--- src/rtl/rs_bank_param.sv ---
// rs_bank_param -- parametrised reservation-station bank.
//
// Holds NUM_ENTRIES in-flight ops. Entry i owns tag BASE_TAG+i. Each entry
// snoops the CDB for its pending operands. Ready ops go to a single
// functional-unit port over a valid/ready handshake. An entry is freed when
// its own tag is broadcast on the CDB after dispatch.
//
// Optional feature macro: RS_OLDEST_FIRST_EN
//   defined   : per-entry age counters; dispatch picks the oldest READY entry
//               (ties go to the lowest index)
//   undefined : dispatch picks the lowest-index READY entry
//
// Ports:
//   clk, reset (async, active-high), flush (sync clear of all entries)
//   issue_valid/issue_ready, issue_op, issue_qj/qk, issue_vj/vk -> issue side
//   issue_tag   : tag the current issue receives
//   cdb_valid, cdb_tag, cdb_data : common data bus broadcast
//   disp_valid/disp_ready, disp_op, disp_a/b, disp_tag : FU dispatch port
//   busy_count  : number of occupied entries
module rs_bank_param #(
  parameter int unsigned NUM_ENTRIES = 3,
  parameter int unsigned XLEN        = 32,
  parameter int unsigned TAG_W       = 4,
  parameter int unsigned OP_W        = 4,
  parameter int unsigned BASE_TAG    = 1
) (
  input  logic                             clk,
  input  logic                             reset,
  input  logic                             flush,
  input  logic                             issue_valid,
  output logic                             issue_ready,
  input  logic [OP_W-1:0]                  issue_op,
  input  logic [TAG_W-1:0]                 issue_qj,
  input  logic [TAG_W-1:0]                 issue_qk,
  input  logic [XLEN-1:0]                  issue_vj,
  input  logic [XLEN-1:0]                  issue_vk,
  output logic [TAG_W-1:0]                 issue_tag,
  input  logic                             cdb_valid,
  input  logic [TAG_W-1:0]                 cdb_tag,
  input  logic [XLEN-1:0]                  cdb_data,
  output logic                             disp_valid,
  input  logic                             disp_ready,
  output logic [OP_W-1:0]                  disp_op,
  output logic [XLEN-1:0]                  disp_a,
  output logic [XLEN-1:0]                  disp_b,
  output logic [TAG_W-1:0]                 disp_tag,
  output logic [$clog2(NUM_ENTRIES+1)-1:0] busy_count
);

  localparam int unsigned IDX_W = $clog2(NUM_ENTRIES);
  localparam int unsigned CNT_W = $clog2(NUM_ENTRIES + 1);

  typedef enum logic [1:0] {
    ST_FREE,
    ST_WAIT,
    ST_READY,
    ST_EXEC
  } state_e;

  state_e            state_q [NUM_ENTRIES];
  state_e            state_d [NUM_ENTRIES];
  logic [OP_W-1:0]   op_q    [NUM_ENTRIES];
  logic [OP_W-1:0]   op_d    [NUM_ENTRIES];
  logic [TAG_W-1:0]  qj_q    [NUM_ENTRIES];
  logic [TAG_W-1:0]  qj_d    [NUM_ENTRIES];
  logic [TAG_W-1:0]  qk_q    [NUM_ENTRIES];
  logic [TAG_W-1:0]  qk_d    [NUM_ENTRIES];
  logic [XLEN-1:0]   vj_q    [NUM_ENTRIES];
  logic [XLEN-1:0]   vj_d    [NUM_ENTRIES];
  logic [XLEN-1:0]   vk_q    [NUM_ENTRIES];
  logic [XLEN-1:0]   vk_d    [NUM_ENTRIES];

`ifdef RS_OLDEST_FIRST_EN
  localparam int unsigned AGE_W = IDX_W;
  logic [AGE_W-1:0]  age_q   [NUM_ENTRIES];
  logic [AGE_W-1:0]  age_d   [NUM_ENTRIES];
  logic [AGE_W-1:0]  best_age;
`endif

  // Offer lock: keeps the dispatch selection fixed while it is stalled.
  logic              lock_q, lock_d;
  logic [IDX_W-1:0]  lock_idx_q, lock_idx_d;
  logic [CNT_W-1:0]  busy_q, busy_d;

  logic              free_found;
  logic [IDX_W-1:0]  free_idx;
  logic              rdy_found;
  logic [IDX_W-1:0]  rdy_idx;
  logic              issue_fire;
  logic              disp_fire;
  logic              cdb_hit;

  // Lowest-index free entry.
  always_comb begin
    free_found = 1'b0;
    free_idx   = '0;
    for (int unsigned i = 0; i < NUM_ENTRIES; i++) begin
      if (!free_found && state_q[i] == ST_FREE) begin
        free_found = 1'b1;
        free_idx   = IDX_W'(i);
      end
    end
  end

  // Dispatch selection; a stalled offer overrides any fresh choice.
  always_comb begin
    rdy_found = 1'b0;
    rdy_idx   = '0;
`ifdef RS_OLDEST_FIRST_EN
    best_age  = '0;
    for (int unsigned i = 0; i < NUM_ENTRIES; i++) begin
      if (state_q[i] == ST_READY && (!rdy_found || age_q[i] > best_age)) begin
        rdy_found = 1'b1;
        rdy_idx   = IDX_W'(i);
        best_age  = age_q[i];
      end
    end
`else
    for (int unsigned i = 0; i < NUM_ENTRIES; i++) begin
      if (!rdy_found && state_q[i] == ST_READY) begin
        rdy_found = 1'b1;
        rdy_idx   = IDX_W'(i);
      end
    end
`endif
    if (lock_q) begin
      rdy_found = 1'b1;
      rdy_idx   = lock_idx_q;
    end
  end

  assign issue_ready = free_found;
  assign issue_tag   = TAG_W'(BASE_TAG) + TAG_W'(free_idx);
  assign issue_fire  = issue_valid & free_found;
  assign cdb_hit     = cdb_valid & (cdb_tag != '0);

  assign disp_valid  = rdy_found;
  assign disp_fire   = rdy_found & disp_ready;
  assign disp_op     = rdy_found ? op_q[rdy_idx] : '0;
  assign disp_a      = rdy_found ? vj_q[rdy_idx] : '0;
  assign disp_b      = rdy_found ? vk_q[rdy_idx] : '0;
  assign disp_tag    = rdy_found ? (TAG_W'(BASE_TAG) + TAG_W'(rdy_idx)) : '0;
  assign busy_count  = busy_q;

  always_comb begin
    for (int unsigned i = 0; i < NUM_ENTRIES; i++) begin
      state_d[i] = state_q[i];
      op_d[i]    = op_q[i];
      qj_d[i]    = qj_q[i];
      qk_d[i]    = qk_q[i];
      vj_d[i]    = vj_q[i];
      vk_d[i]    = vk_q[i];
`ifdef RS_OLDEST_FIRST_EN
      age_d[i]   = age_q[i];
`endif
    end
    lock_d     = 1'b0;
    lock_idx_d = rdy_idx;
    busy_d     = '0;

    if (flush) begin
      for (int unsigned i = 0; i < NUM_ENTRIES; i++) begin
        state_d[i] = ST_FREE;
        op_d[i]    = '0;
        qj_d[i]    = '0;
        qk_d[i]    = '0;
        vj_d[i]    = '0;
        vk_d[i]    = '0;
`ifdef RS_OLDEST_FIRST_EN
        age_d[i]   = '0;
`endif
      end
    end else begin
      lock_d = rdy_found & ~disp_ready;
      for (int unsigned i = 0; i < NUM_ENTRIES; i++) begin
        case (state_q[i])
          ST_FREE: begin
            if (issue_fire && free_idx == IDX_W'(i)) begin
              op_d[i] = issue_op;
              // Same-cycle CDB bypass on the issuing operands.
              if (cdb_hit && issue_qj == cdb_tag) begin
                qj_d[i] = '0;
                vj_d[i] = cdb_data;
              end else begin
                qj_d[i] = issue_qj;
                vj_d[i] = issue_vj;
              end
              if (cdb_hit && issue_qk == cdb_tag) begin
                qk_d[i] = '0;
                vk_d[i] = cdb_data;
              end else begin
                qk_d[i] = issue_qk;
                vk_d[i] = issue_vk;
              end
              state_d[i] = (qj_d[i] == '0 && qk_d[i] == '0) ? ST_READY : ST_WAIT;
`ifdef RS_OLDEST_FIRST_EN
              age_d[i] = '0;
`endif
            end
          end
          ST_WAIT: begin
            if (cdb_hit && qj_q[i] == cdb_tag) begin
              qj_d[i] = '0;
              vj_d[i] = cdb_data;
            end
            if (cdb_hit && qk_q[i] == cdb_tag) begin
              qk_d[i] = '0;
              vk_d[i] = cdb_data;
            end
            if (qj_d[i] == '0 && qk_d[i] == '0) state_d[i] = ST_READY;
          end
          ST_READY: begin
            if (disp_fire && rdy_idx == IDX_W'(i)) state_d[i] = ST_EXEC;
          end
          ST_EXEC: begin
            if (cdb_hit && cdb_tag == TAG_W'(BASE_TAG + i)) begin
              state_d[i] = ST_FREE;
              op_d[i]    = '0;
              qj_d[i]    = '0;
              qk_d[i]    = '0;
              vj_d[i]    = '0;
              vk_d[i]    = '0;
            end
          end
          default: state_d[i] = ST_FREE;
        endcase
`ifdef RS_OLDEST_FIRST_EN
        if (issue_fire && state_q[i] != ST_FREE && age_q[i] != '1)
          age_d[i] = age_q[i] + AGE_W'(1);
`endif
      end
    end

    for (int unsigned i = 0; i < NUM_ENTRIES; i++) begin
      if (state_d[i] != ST_FREE) busy_d = busy_d + CNT_W'(1);
    end
  end

  always_ff @(posedge clk or posedge reset) begin
    if (reset) begin
      for (int unsigned i = 0; i < NUM_ENTRIES; i++) begin
        state_q[i] <= ST_FREE;
        op_q[i]    <= '0;
        qj_q[i]    <= '0;
        qk_q[i]    <= '0;
        vj_q[i]    <= '0;
        vk_q[i]    <= '0;
`ifdef RS_OLDEST_FIRST_EN
        age_q[i]   <= '0;
`endif
      end
      lock_q     <= 1'b0;
      lock_idx_q <= '0;
      busy_q     <= '0;
    end else begin
      for (int unsigned i = 0; i < NUM_ENTRIES; i++) begin
        state_q[i] <= state_d[i];
        op_q[i]    <= op_d[i];
        qj_q[i]    <= qj_d[i];
        qk_q[i]    <= qk_d[i];
        vj_q[i]    <= vj_d[i];
        vk_q[i]    <= vk_d[i];
`ifdef RS_OLDEST_FIRST_EN
        age_q[i]   <= age_d[i];
`endif
      end
      lock_q     <= lock_d;
      lock_idx_q <= lock_idx_d;
      busy_q     <= busy_d;
    end
  end

`ifndef SYNTHESIS
  always_ff @(posedge clk) begin
    if (!reset && !flush && issue_fire) begin
      assert (issue_qj != issue_tag);
      assert (issue_qk != issue_tag);
    end
    if (!reset && disp_valid) begin
      assert (disp_tag >= TAG_W'(BASE_TAG) &&
              disp_tag <= TAG_W'(BASE_TAG + NUM_ENTRIES - 1));
    end
  end
`endif

endmodule

--- config.mk ---
export PLATFORM = sky130hd
export DESIGN_NAME = rs_bank_param
export DESIGN_NICKNAME = d
export VERILOG_FILES = /design/src/rtl/rs_bank_param.sv
export SDC_FILE = /design/constraint.sdc
export NUM_CORES = 1
export LEC_CHECK = 0
export BUFFER_PORTS_ARGS = -buffer_cell sky130_fd_sc_hd__buf_4
export CAP_MARGIN = 5
export CELL_PAD_IN_SITES_DETAIL_PLACEMENT = 0
export CELL_PAD_IN_SITES_GLOBAL_PLACEMENT = 1
export CORE_AREA = 2 2 180 182
export DETAILED_ROUTE_END_ITERATION = 16
export DIE_AREA = 0 0 182 184
export GPL_TIMING_DRIVEN = 0
export PLACE_DENSITY = 0.88
export SYNTH_ARGS = -nofsm -noshare
export SYNTH_HDL_FRONTEND = slang
export SYNTH_SLANG_ARGS = --single-unit
--- constraint.sdc ---
create_clock -name clk -period 8.9 [get_ports clk]
set_input_delay 0.89 -clock clk [delete_from_list [all_inputs] [get_ports clk]]
set_output_delay 0.89 -clock clk [all_outputs]
set_load 0.01 [all_outputs]
# Yosys cells after proc, flatten, opt, wreduce, memory -nomap -nowiden
# Index checks and enable logic that the tools add are counted.
[totals] reg_bits=239 in_bits=118 output_inout_bits=80 word_cells=273
[classes] add_sub_neg=4 magnitude_cmp=1 n_eq_ne=36 muxes=135 n_bitwise=6 reduce_logical=70
[ops] cell="$mux 32" count=23
[ops] cell="$pmux 32 s3" count=6
[ops] cell="$mux 4" count=53
[ops] cell="$mux 96" count=2
[ops] cell="$bmux 32 s2" count=2
[ops] cell="$pmux 4 s3" count=6
[ops] cell="$logic_not 4->1" count=12
[ops] cell="$mux 2" count=20
[ops] cell="$mux 12" count=3
[ops] cell="$eq 4x4->1" count=8
[ops] cell="$logic_and 1x1->1" count=27
[ops] cell="$ne 3x3->1 const B" count=9
[ops] cell="$pmux 2 s4" count=3
[ops] cell="$pmux 4 s2" count=3
[ops] cell="$reduce_and 4->1" count=6
[ops] cell="$reduce_and 3->1" count=6
[ops] cell="$eq 2x2->1 const B" count=8
[ops] cell="$reduce_bool 4->1" count=4
[ops] cell="$mux 1" count=11
[ops] cell="$eq 2x1->1 const B" count=5
[ops] cell="$logic_not 2->1" count=5
[ops] cell="$ne 3x2->1 const B" count=3
[ops] cell="$reduce_bool 3->1" count=3
[ops] cell="$bmux 4 s2" count=1
[ops] cell="other kinds (12)" count=23

# Depth between registers and ports, before layout
# Gate-level depths: netlist of run 1.
[depth] ltp_word=25 ltp_mapped=15 ltp_nobuf=12

# Least setup slack after synthesis of run 1
# Ideal clock, no wire load.
[synth_timing] path_type="input -> register" start="input port cdb_tag[1]" end="register busy_q[0], in the netlist busy_count[0]" setup_ns=0.134 t_arrival_ns=2.918 required_ns=8.766 slack_ns=5.848 path_stages=8 path_buffers=1 path_cell_list="buf_6 -> o41ai_4 -> nor2_4 -> o22ai_2 -> o31ai_1 -> a31o_2 -> ha_1 -> xor2_1"
[synth_between] elab_chain_len=19 elab_cells_between_ends=104 classes_between="2 x add/sub; 11 x eq/ne; 57 x mux; 1 x bitwise; 33 x reduce/logical"
[synth_rtl] item="start: declaration" line_no="39" source="input logic [TAG_W-1:0] cdb_tag,"
[synth_rtl] item="$reduce_bool 4->1" line_no="135" source="assign cdb_hit = cdb_valid & (cdb_tag != '0);"
[synth_rtl] item="$and 1x1->1" line_no="135"
[synth_rtl] item="$logic_and 1x1->1 (on tied branches)" line_no="181, 188"
[synth_rtl] item="$mux 4 (on tied branches)" line_no="181, 188"
[synth_rtl] item="$mux 4" line_no="178" source="if (issue_fire && free_idx == IDX_W'(i)) begin"
[synth_rtl] item="$mux 4" line_no="176" source="case (state_q[i])"
[synth_rtl] item="$mux 4" line_no="161" source="if (flush) begin"
[synth_rtl] item="$logic_not 4->1" line_no="195" source="state_d[i] = (qj_d[i] == '0 && qk_d[i] == '0) ? ST_READY : ST_WAIT;"
[synth_rtl] item="[4 not listed]"
[synth_rtl] item="$mux 6 *" line_no="161"
[synth_rtl] item="$reduce_bool 2->1" line_no="235" source="if (state_d[i] != ST_FREE) busy_d = busy_d + CNT_W'(1);"
[synth_rtl] item="$mux 1" line_no="235"
[synth_rtl] item="$add 2x1->2" line_no="235"
[synth_rtl] item="$mux 2" line_no="235"
[synth_rtl] item="$add 2x1->2" line_no="235"
[synth_rtl] item="$mux 2 *" line_no="235"
[synth_rtl] item="via busy_d[0]" line_no="83" source="logic [CNT_W-1:0] busy_q, busy_d;"
[synth_rtl] item="end signal: assignment" line_no="269" source="busy_q <= busy_d;"
[synth_rtl] item="end: declaration" line_no="83"
# Mark *: on every way through the listed nets, which the timed path passes. The rest lies on a longest branch. The select of a mux whose other input is x is not followed.
# A chain may end at the register's enable or synchronous reset.

# Final worst setup path of run 1
[layout_timing] start="register state_q[1] in the netlist's numbering" end="output port disp_b[30]"
[layout_between] elab_chain_len=9 elab_cells_between_ends=11 classes_between="1 x eq/ne; 8 x mux; 1 x bitwise; 1 x reduce/logical"
[layout_rtl] item="start: declaration" line_no="60" source="state_e state_q [NUM_ENTRIES];"
[layout_rtl] item="start signal: indexed assignment" line_no="257" source="state_q[i] <= state_d[i];"
[layout_rtl] item="$eq 2x2->1 *" line_no="120" source="if (!rdy_found && state_q[i] == ST_READY) begin"
[layout_rtl] item="$logic_and 1x1->1 *" line_no="120"
[layout_rtl] item="$mux 2" line_no="120"
[layout_rtl] item="$mux 2" line_no="126" source="if (lock_q) begin"
[layout_rtl] item="$not 2->3 (implied by the code)" line_no="141" source="assign disp_b = rdy_found ? vk_q[rdy_idx] : '0;"
[layout_rtl] item="$bmux 32 s2" line_no="141"
[layout_rtl] item="$mux 32 (implied by the code) (2 in series)" line_no="141"
[layout_rtl] item="$mux 32 *" line_no="141"
[layout_rtl] item="end: declaration" line_no="45" source="output logic [XLEN-1:0] disp_b,"
# Every way passes the cells marked *; elsewhere a longest branch is shown, timed or not. The select of a mux whose other input is x is not followed.

==> results of run 1 <==
sequential cells by signal, indices dropped and copies added, names as in the netlist:
register / cells
busy_count: 2
lock_idx_q: 2
lock_q: 1
op_q: 12
qj_q: 12
qk_q: 12
state_q: 6
vj_q: 96
vk_q: 96
layout make-up:
| type | count | area [um2] | area share |
|---|---|---|---|
| Buffer | 114 | 661 | 0.0388 |
| Clock buffer | 41 | 850 | 0.0499 |
| Clock inverter | 10 | 123 | 0.00720 |
| Inverter | 22 | 90.1 | 0.00529 |
| Multi-Input combinational cell | 1045 | 7360 | 0.432 |
| Sequential cell | 239 | 5980 | 0.351 |
| Tap cell | 402 | 503 | 0.0295 |
| Timing Repair Buffer | 193 | 1470 | 0.0862 |
synthesized netlist by cell type, drive strengths merged, types with 5 or more instances:
cell type,count
a21oi,273
dfrtp,239
mux2,192
nor2,167
mux2i,133
o21ai,114
clkbuf,66
buf,48
xnor2,28
a22o,22
inv,21
nand2,17
nor2b,8
nor3,8
nor4,7
ha,6
o41ai,6
a22oi,5
a31oi,5
xor2,5
where the power goes:
group / internal, mW / switching [mW]
clock: 0.718 / 0.485
combinational: 0.647 / 0.901
sequential: 1.33 / 0.135
total: 2.70 / 1.52
worst min-delay path by stage:
| stage | startpoint | endpoint | slack [ns] |
|---|---|---|---|
| final | vk_q[56] | vk_q[56] | 0.49 |
| after global routing | vk_q[24] | vk_q[24] | 0.50 |
| after CTS | vk_q[56] | vk_q[56] | 0.49 |
| after detailed placement | vk_q[56] | vk_q[56] | 0.48 |
| after global placement | vj_q[63] | vj_q[63] | 0.47 |
| after floorplan | vj_q[63] | vj_q[63] | 0.46 |
stage by stage:
step                setup WS, ns  cells  instance area (um2)
floorplan                   1.45   1420                14100
detailed placement          4.94   2015                16100
global route                4.12   2066                17000
finish                      4.30   2066                17000
global placement           -1.28   2013                16000
CTS                         4.36   2066                17000
cells by family after synthesis:
| kind of cell | count (synthesis) |
|---|---|
| compound gates | 447 |
| mux | 325 |
| flops | 239 |
| simple gates | 231 |
| buf+inv | 136 |
| xor+xnor | 33 |
| fa+ha+maj | 6 |
| other cells | 1 |
layer usage:
metal | vias to the layer above | part of all wire | track usage
met3 | 140 | 0.083 | 0.0503
met5 | - | 0.00028 | 0
met1 | 6046 | 0.41 | 0.352
met2 | 646 | 0.47 | 0.454
li1 | 5543 | - | -
met4 | 2 | 0.041 | 0.119
==> results.md, run 1 <==
* Final setup fails at 0
* Final #Nets at ~1.8k
* Antenna cells at 0
* CP endpoint: disp_b[30]
* Worst Skew at around 0.033 ns
* XOR/XNOR share of the synthesized area at 0.0205
* Mean Syn Cell Area at slightly below 10 um2
* CTS tree: done
* CORE AREA at 31,400 um2
* Ranking of synthesized cells by area: dfrtp_1 43%, mux2_2 14%, a21oi_1 9.6%, mux2i_1 9.5%, nor2_1 4.4%
* CTS Hold Bufs at 0
* Slew headroom at 0.392
* Clk_lat worst skew at roughly 0.57 ns
* Row Count at 65
* Leak pwr at between 7 and 8 nW
* First-pass GRT wire length at between 70,000 and 80,000 um
* I/O pins at 198
* Post-CTS setup buffer count at 0
* Async S/R FF share, synth at 1.00
* Worst setup EP type: output port
* R2r setup slk at about 5.4 ns
* Number of vias in the routed layout at approximately 12k
* Die height at ~180 um
* Run status: complete, no violations
* Synth Area in Compound Gates at 0.176
* Full die area at between 30,000 and 40,000 um2
* Detailed Route Iter0 Violations at between 1k and 1.5k
* Initial core utilization at 0.448
* DR DRC count at 0
* Seq/Total Area, Yosys at 0.425
* Total global routing overflow at 0
* Worst-Margin Slew at 0.900 ns
* Clk sinks at 239
* Main synth FF type: dfrtp_1
* Via density at 5.99
* WP data required at 8.01 ns
* TNS Setup at 0 ns
* Reg2reg path depth at 14
* Max cap viols at 0
* Hold Worst Slack at about 0.5 ns
* Wire per inst at 22.8 um
* Netlist cell types at 57
* FILL cells at roughly 2.9k
* RSZ-0062 raised after global routing: false
* Post-synthesis cell count at 1,418
* Vias in the first global route at around 13k
* PnR Total Power at 4.22 mW
* Worst Hold Depth at 1
* Hold Violations, Final at 0
* PwrDens at about 250 nW/um2
* Post-synthesis mux area share at 0.248
* Pin count of the biggest net entering global routing at ~120
* Initial antenna violation count at 1
* Area leader, netlist: dfrtp_1
* Final core occ at 0.543
* Total Routing Usage GR at 0.274
* FF+latch count, synth at ~240
* IO buf count at 191
* Most common cell after layout, fill and taps aside: a21oi_1
* Crit path max-delay cell type: buf_1
* Final worst path period need at approximately 4.6 ns
* CP Launch Type: register
* Mapped Area at 14,100 um2
* CTS clock-pin slew for the worst setup and hold paths at roughly 0.060 ns
* Post-synth top area share at 0.425
* Clk buf depth at 3
* Reg2reg start: state_q[3]
* WL final at roughly 47,000 um
* Die W at approximately 180 um
* Root buffer cell: clkbuf_16
* DR pass1 iterations at 5
* Top delay family on crit path: buffers and inverters
* Critical path class: reg -> out
* R2r endpoint: busy_count[0]
* Simple-gate area share of the yosys netlist at 0.0713
* VDD IR max at between 0.0002 and 0.00025 V
* Hpwl dp at 33,100 um
* Critical Path AT at 3.71 ns
* ANT nets after route at 0
* Final GP Congestion at about 0.90
* Adder-cell share of the synthesized area at 0.00533
* Fraction of layout cells with a size suffix above 1 at 0.291
* CP max stage delay at a little over 0.6 ns
* CTS Buf Count at 28
* Period utilization at 0.517
* Final Max Tran Viols at 0
* Post-synth EDFFs at 0
* Peak Freq at 0.218 GHz
* Critical Path Fanout Max at 10
* Main combinational cell family by area after synthesis: multiplexers
* WP buf/inv at 4
* H-tree depth at 1
* CP Depth at 9
* Synth-to-Final Area Change at 21.1%
* Post-CTS Resized at 0
* CP Launch Point: state_q[1]
* Yosys warns at 0
* Hold Path Class: reg -> reg
* Most frequent cells in the layout: 271 x a21oi_1, 239 x dfrtp_1, 197 x buf_4, 180 x mux2_2, 165 x nor2_1
* Worst path cell trace: clkbuf_1, nor2b_1, a22oi_1, nor2_1, clkbuf_1, buf_1, a21oi_1, nor2_1, buf_4
(Power assumes the default switching activity.)
==> run 2: changes to the inputs <==
==> config.mk (replaced) <==
export PLATFORM = sky130hd
export DESIGN_NAME = rs_bank_param
export DESIGN_NICKNAME = d
export VERILOG_FILES = /design/src/rtl/rs_bank_param.sv
export SDC_FILE = /design/constraint.sdc
export NUM_CORES = 1
export LEC_CHECK = 0
export ABC_AREA = 1
export BUFFER_PORTS_ARGS = -buffer_cell sky130_fd_sc_hd__buf_4
export CAP_MARGIN = 5
export CELL_PAD_IN_SITES_DETAIL_PLACEMENT = 0
export CELL_PAD_IN_SITES_GLOBAL_PLACEMENT = 1
export CORE_AREA = 2 2 198 200
export DETAILED_ROUTE_END_ITERATION = 16
export DIE_AREA = 0 0 200 202
export GPL_TIMING_DRIVEN = 0
export PLACE_DENSITY = 0.85
export SYNTH_ARGS = -nofsm -noshare
export SYNTH_HDL_FRONTEND = slang
export SYNTH_SLANG_ARGS = --single-unit
==> constraint.sdc (replaced) <==
create_clock -name clk -period 3.9 [get_ports clk]
set_input_delay 0.39 -clock clk [delete_from_list [all_inputs] [get_ports clk]]
set_output_delay 0.39 -clock clk [all_outputs]
set_load 0.01 [all_outputs]
==> run 2 against run 1 <==
First-iteration DRC count grew 44%. Register-to-register slack lost 4.5 ns. Area after synthesis grew 2.1%. Count of clock-buffer cells in the layout shrank 1. Die area grew 21%. Cell count grew 37%. Sequential power grew to 2.6 times the previous value. Via count grew 24%. Synthesized cell count grew 46%. Total power grew to 3.0 times the previous value. Non-clock buffer count grew 34. Clock skew shrank 0.019 ns.
==> results.md, run 2 <==
* DR pass1 iterations at 12 (+7)
* Critical Path AT at 3.18 ns (-0.53 ns)
* FF+latch count, synth at 239 (unchanged)
* Vias in the first global route at 15.1k (+20%)
* Via density at 5.43 (-9.3%)
* Total Routing Usage GR at 0.285 (+0.0104)
* GR Util met3 at 0.0434 (-0.00693)
* Period utilization at 0.916
* Initial antenna violation count at 0 (-1)
* Worst path cell trace: buf_2, nor2_1, a22oi_4, nor2_4, buf_4, clkbuf_1, nand2_1, a21oi_1, buf_4
* Critical path class: reg -> out
* Seq/Total Area, Yosys at 0.416 (-0.00877)
* Die W at 200 um (+9.9%)
* Row Count at 72 (+11%)
* Critical Path Fanout Max at 10 (unchanged)
* CTS tree: done
* Final Max Tran Viols at 0 (unchanged)
* First-pass GRT wire length at 88,200 um (+24%)
* Root buffer cell: clkbuf_16
* Ranking of synthesized cells by area: dfrtp_1 42%, nand2_1 18%, a21oi_1 8.3%, nand3_1 7.9%, o21ai_0 6.2%
* H-tree depth at 1 (unchanged)
* ANT nets after route at 0 (unchanged)
* VDD IR max at 0.000377 V (+78%)
* Most frequent cells in the layout: 696 x nand2_1, 239 x dfrtp_1, 238 x a21oi_1, 228 x nand3_1, 199 x buf_4
* Total global routing overflow at 0 (unchanged)
* Mean Syn Cell Area at 6.96 um2 (-30%)
* Post-synthesis cell count at 2,064 (+46%)
* Hold Path Class: in -> reg
* Post-CTS setup buffer count at 0 (unchanged)
* Placed Cells at 2,781 (+38%)
* Leak pwr at 8.93 nW (+20%)
* Largest regs: vj_q (96), vk_q (96)
* Clk_lat worst skew at 0.56 ns (about the same)
* RSZ-0062 raised after global routing: false
* Worst setup EP type: output port
* Clk sinks at 239 (unchanged)
* Final Non-Filler Cells at 2,834 (+37%)
* Peak Freq at 0.280 GHz
* Fraction of layout cells with a size suffix above 1 at 0.154 (-0.137)
* Hpwl dp at 41,900 um (+27%)
* Async S/R FF share, synth at 1.00 (unchanged)
* Multi-input gate area at 7050 um2 (-4.2%)
* Most instantiated cells after synthesis: 696 x nand2_1, 239 x dfrtp_1, 238 x a21oi_1
* Initial core utilization at 0.375 (-0.0730)
* I/O pins at 198 (unchanged)
* CP max stage delay at 0.57 ns (-0.05 ns)
* Slew headroom at 0.409 (+0.0177)
* Die height at 202 um (+9.8%)
* Full die area at 40,400 um2 (+21%)
* Area leader, netlist: dfrtp_1
* WP buf/inv at 4 (unchanged)
* Wire per inst at 20.2 um (-11%)
* Main synth FF type: dfrtp_1
* Final setup fails at 0 (unchanged)
* Met2 GRT Util at 0.452 (-0.00271)
* Most common cell after layout, fill and taps aside: nand2_1
* Post-synth EDFFs at 0 (unchanged)
* Top delay family on crit path: buffers and inverters
* CTS Buf Count at 29 (+3.6%)
* WP data required at 3.51 ns (-4.50 ns)
* IO buf count at 191 (unchanged)
* Synth-to-Final Area Change at 22.7%
* FILL cells at 3,984 (+40%)
* Mapped Area at 14,400 um2 (+2.1%)
* CORE AREA at 38,300 um2 (+22%)
* Max cap viols at 0 (unchanged)
* Most frequent cell after synthesis: nand2_1
* Final GP Congestion at 0.917 (+1.9%)
* Global route hottest layer: met2
* Number of vias in the routed layout at 15.4k (+24%)
* Yosys warns at 0 (unchanged)
* Worst path most repeated cell: buf_4
* Post-synth top area share at 0.416 (-0.00877)
* PwrDens at 712 nW/um2 (+190%)
* Detailed Route Iter0 Violations at 1,629 (+44%)
* Met1 Resource Use GR at 0.395 (+0.0428)
* Pin count of the biggest net entering global routing at 41 (-66%)
* PnR Total Power at 12.6 mW (+200%)
* DR DRC count at 0 (unchanged)
* Netlist cell types at 40 (-30%)
* Final #Nets at 2,419 (+37%)
* Hold Violations, Final at 0 (unchanged)
* Clk buf depth at 3 (unchanged)
* Worst Skew at 0.0134 ns (-0.0194 ns)
* CTS clock-pin slew for the worst setup and hold paths at 0.06 ns (about the same)
* WL final at 57,300 um (+22%)
* Worst-Margin Slew at 0.877 ns (-0.0231 ns)
* Antenna cells at 0 (unchanged)
* CP Launch Type: register
* Final worst path period need at 3.57 ns
* Crit path max-delay cell type: clkbuf_1
* Register area at 5980 um2 (unchanged)
* Run status: complete, no violations
## run 2: cell count changes in the layout (fill, tap and decap cells not counted), sizes merged, moves of 33 or more
cell   before  now
inv        21  165
nor2      167   34
a21oi     273  240
mux2i     133    0
nand2      17  703
mux2      192    0
buf       241  275
nand3       4  230
o21ai     114  225
## run 2: worst paths after layout
path                       startpoint       endpoint  slack (ns)  cells past startpoint
min in group asynchronous       reset        qj_q[9]        0.37                      3
min                        disp_ready         lock_q        0.03                      2
max in group asynchronous       reset       vj_q[79]        2.15                      7
max                        state_q[0]     disp_b[14]        0.33                      9
min reg2reg                  vj_q[56]       vj_q[56]        0.47                      2
max reg2reg                state_q[2]  busy_count[0]        0.88                     17
## run 2: area by class of cell
class,instances,area share
clock inverters,12,0.0105
multi-input cells,1518,0.400
well taps,518,0.0368
inverters,166,0.0356
flip-flops and latches,239,0.339
clock buffers,40,0.0481
repair buffers,198,0.0887
plain buffers,143,0.0409
## run 2: report_power, final
part | switching (mW) | total (mW) | leakage [nW] | internal, mW
Combinational | 3.91 | 5.77 | 5.31 | 1.85
Sequential | 0.457 | 3.85 | 3.11 | 3.39
Clock | 1.11 | 2.94 | 0.516 | 1.83
## run 2: kinds of logic after synthesis
logic type / count (synthesis) / share of synthesized area
compound gates: 504 / 0.187
xor+xnor: 19 / 0.0116
fa+ha+maj: 6 / 0.00522
buf+inv: 309 / 0.0934
flops: 239 / 0.416
other cells: 1 / 0.000261
simple gates: 986 / 0.286
## run 2: per-layer routing
layer | routed length, um | share of wire
met2 | 26000 | 0.45
met4 | 2100 | 0.037
met1 | 24500 | 0.43
met3 | 4730 | 0.083
met5 | 0 | 0
## run 2: metrics by stage
stage | setup TNS [ns] | setup slack, ns | util | instance area [um2] | hold WS [ns]
3_5_place_dp | 0 | 0.649 | 0.433 | 16600 | 0.391
5_1_grt | 0 | 0.130 | 0.460 | 17600 | 0.0410
2_1_floorplan | 0 | 0.376 | - | 14400 | 0.444
6_report | 0 | 0.326 | 0.460 | 17600 | 0.0265
3_3_place_gp | -296.01 | -1.26 | 0.430 | 16500 | 0.457
4_1_cts | 0 | 0.0568 | 0.460 | 17600 | 0.0238
## run 2: repair_timing
action / in CTS / in global routing
endpoints found under the setup margin: 0 / 4
hold buffers: 1 / 0
hold endpoints to repair: 13 / 0
gates resized for setup: 0 / 4
==> run 3: changes to the inputs <==
--- a/config.mk
+++ b/config.mk
@@ -14,7 +14,9 @@
 export DETAILED_ROUTE_END_ITERATION = 16
 export DIE_AREA = 0 0 200 202
 export GPL_TIMING_DRIVEN = 0
+export HOLD_SLACK_MARGIN = 0.08
 export PLACE_DENSITY = 0.85
+export REMOVE_ABC_BUFFERS = 1
 export SYNTH_ARGS = -nofsm -noshare
 export SYNTH_HDL_FRONTEND = slang
 export SYNTH_SLANG_ARGS = --single-unit
==> run 3 against run 2 <==
Routed wire length shrank 8.0%. Flip-flop and latch count is the same. Die area stayed put. Critical path depth up 2. First-iteration DRC count down 18%. Clock skew rose by 0.0029 ns. Core utilization decreased by 0.78 points. Sequential power grew 2%. Via count shrank 4.0%. Non-clock buffer count down 118. Critical path type unchanged.
==> results.md, run 3 (synthesized netlist as in run 2, its figures left out) <==
* Run status: complete, no violations
* Max cap viols at 0 (unchanged)
* Vias in the first global route at 14.0k (-7.3%)
* Hold Worst Slack at 0.129 ns (+0.103 ns)
* DR DRC count at 0 (unchanged)
* Critical path class: reg -> out
* Die height at 202 um (unchanged)
* VDD IR max at 0.000343 V (-8.8%)
* FILL cells at 3,892 (-2.3%)
* Worst-Margin Slew at 1.20 ns (+0.327 ns)
* Max Used Layer: met4
* Worst Skew at 0.0163 ns (+0.00294 ns)
* Fraction of layout cells with a size suffix above 1 at 0.146 (-0.00849)
* Row Count at 72 (unchanged)
* IO buf count at 194 (+1.6%)
* Antenna cells at 0 (unchanged)
* Detailed Route Iter0 Violations at 1,335 (-18%)
* Final core occ at 0.453 (-0.00781)
* Via density at 5.44 (+0.17%)
* Full die area at 40,400 um2 (unchanged)
* Die W at 200 um (unchanged)
* WP data required at 3.51 ns (about the same)
* ANT nets after route at 0 (unchanged)
* CORE AREA at 38,300 um2 (unchanged)
* Root buffer cell: clkbuf_16
* Final worst setup slack at 0.128 ns (-0.198 ns)
* Placed cell area at 16,300 um2 (-1.6%)
* Critical Path Fanout Max at 33 (+23)
* I/O pins at 198 (unchanged)
* First-pass GRT wire length at 80,500 um (-8.7%)
* Hold Path Class: in -> reg
* Worst path cell trace: buf_12, inv_6, nand2_2, nand2_2, nor2_2, a22oi_4, nor2_4, buf_12, nand2_1, a21oi_1, buf_4
* Final Instance Area at 17,300 um2 (-1.7%)
* PnR Total Power at 12.2 mW (-2.9%)
* Final worst path period need at 3.77 ns (+0.198 ns)
* Final setup fails at 0 (unchanged)
* Met2 wire length at 24,000 um (-7.6%)
* Pin count of the biggest net entering global routing at 122 (+200%)
* Worst setup EP type: output port
* Final GP Congestion at 0.847 (-7.7%)
* CP max stage delay at 0.48 ns (-0.09 ns)
* Crit path max-delay cell type: nor2_4
* Largest regs: vj_q (96), vk_q (96)
* RSZ-0062 raised after global routing: false
* Clk buf depth at 3 (unchanged)
* H-tree depth at 1 (unchanged)
* Leak pwr at 8.69 nW (-2.7%)
* Most frequent cells in the layout: 692 x nand2_1, 236 x dfrtp_1, 235 x a21oi_1, 228 x nand3_1, 196 x buf_4
* CTS tree: done
* Initial core utilization at 0.375 (unchanged)
* Initial antenna violation count at 1 (+1)
* Number of vias in the routed layout at 14.8k (-4.0%)
* Wire length on met3 at 5050 um (+6.7%)
* WL final at 52,700 um (-8.0%)
* Synth-to-Final Area Change at 20.6%
* WL met1 at 22,200 um (-9.3%)
* Clk sinks at 239 (unchanged)
* Wire per inst at 19.4 um (-4.0%)
* CP Launch Type: register
* Slew headroom at 0.196 (-0.213)
* Final Non-Filler Cells at 2,715 (-4.2%)
* Hold Violations, Final at 0 (unchanged)
* Total Routing Usage GR at 0.257 (-0.0274)
* Final Max Tran Viols at 0 (unchanged)
* CTS Buf Count at 28 (-3.4%)
* Period utilization at 0.967 (+0.0507)
* PwrDens at 704 nW/um2 (-1.2%)
* Placed Cells at 2,660 (-4.4%)
* Final #Nets at 2,300 (-4.9%)
* Total global routing overflow at 0 (unchanged)
* Hpwl dp at 32,200 um (-23%)
* Clk_lat worst skew at 0.55 ns (about the same)
* Most common cell after layout, fill and taps aside: nand2_1
* Pre-CTS WS at -0.203 ns (-0.852 ns)
* DR pass1 iterations at 6 (-6)
* TNS Setup at 0 ns (unchanged)
* Peak Freq at 0.265 GHz (-5.2%)
* Critical Path AT at 3.38 ns (+0.20 ns)
* CTS clock-pin slew for the worst setup and hold paths at 0.06 ns (about the same)
==> run 3: cell count changes in the layout (fill, tap and decap cells not counted), sizes merged <==
cell / delta
dlygate4sd3: +1
bufinv: -4
clkinv: -4
buf: -54
clkinvlp: +1
clkbuf: -60
inv: +1
==> run 3: cell type report <==
type,instances,area (um2),area share
Timing Repair Buffer,223,2010,0.116
Inverter,166,656,0.0378
Multi-Input combinational cell,1518,7090,0.409
Clock buffer,45,876,0.0505
Clock inverter,6,60.1,0.00347
Tap cell,518,648,0.0374
Sequential cell,239,5990,0.346
==> run 3: metal layers <==
layer  up-vias  GRT usage
met5         -          0
met4         0     0.0728
li1       7003          -
met3       116     0.0442
met2       731      0.408
met1      6926      0.360
==> run 3: final timing paths <==
kind	depth (start not counted)	slack, ns	to	start
worst max-delay path	11	0.13	disp_b[28]	state_q[4]
worst min-delay path	2	0.13	lock_q	flush
worst max register to register	12	0.25	vk_q[7]	state_q[0]
worst min register to register	2	0.47	vj_q[35]	vj_q[35]
max in group asynchronous	5	2.23	vk_q[0]	reset
min in group asynchronous	3	0.37	vk_q[13]	reset
==> run 3: power by group <==
part           switching [mW]  leakage [nW]  total, mW  internal (mW)
Clock                    1.09         0.457       2.68           1.59
Sequential              0.521          3.10       3.92           3.40
Combinational            3.70          5.13       5.60           1.90
Total                    5.31          8.69       12.2           6.89
==> run 3: repair_timing <==
item,CTS,global route
endpoints found under the hold margin,41,0
gates resized for setup,6,10
pin swaps,0,1
setup buffers,0,2
hold buffers,2,0
endpoints found under the setup margin,196,164
==> run 3: critical path, delay by kind of cell, from the launching register on <==
family	cells	cell delay, ns
buffers and inverters	4	0.97
AO/OA/AOI/OAI	2	0.44
flip-flops	1	0.41
AND/OR/NAND/NOR	5	0.97
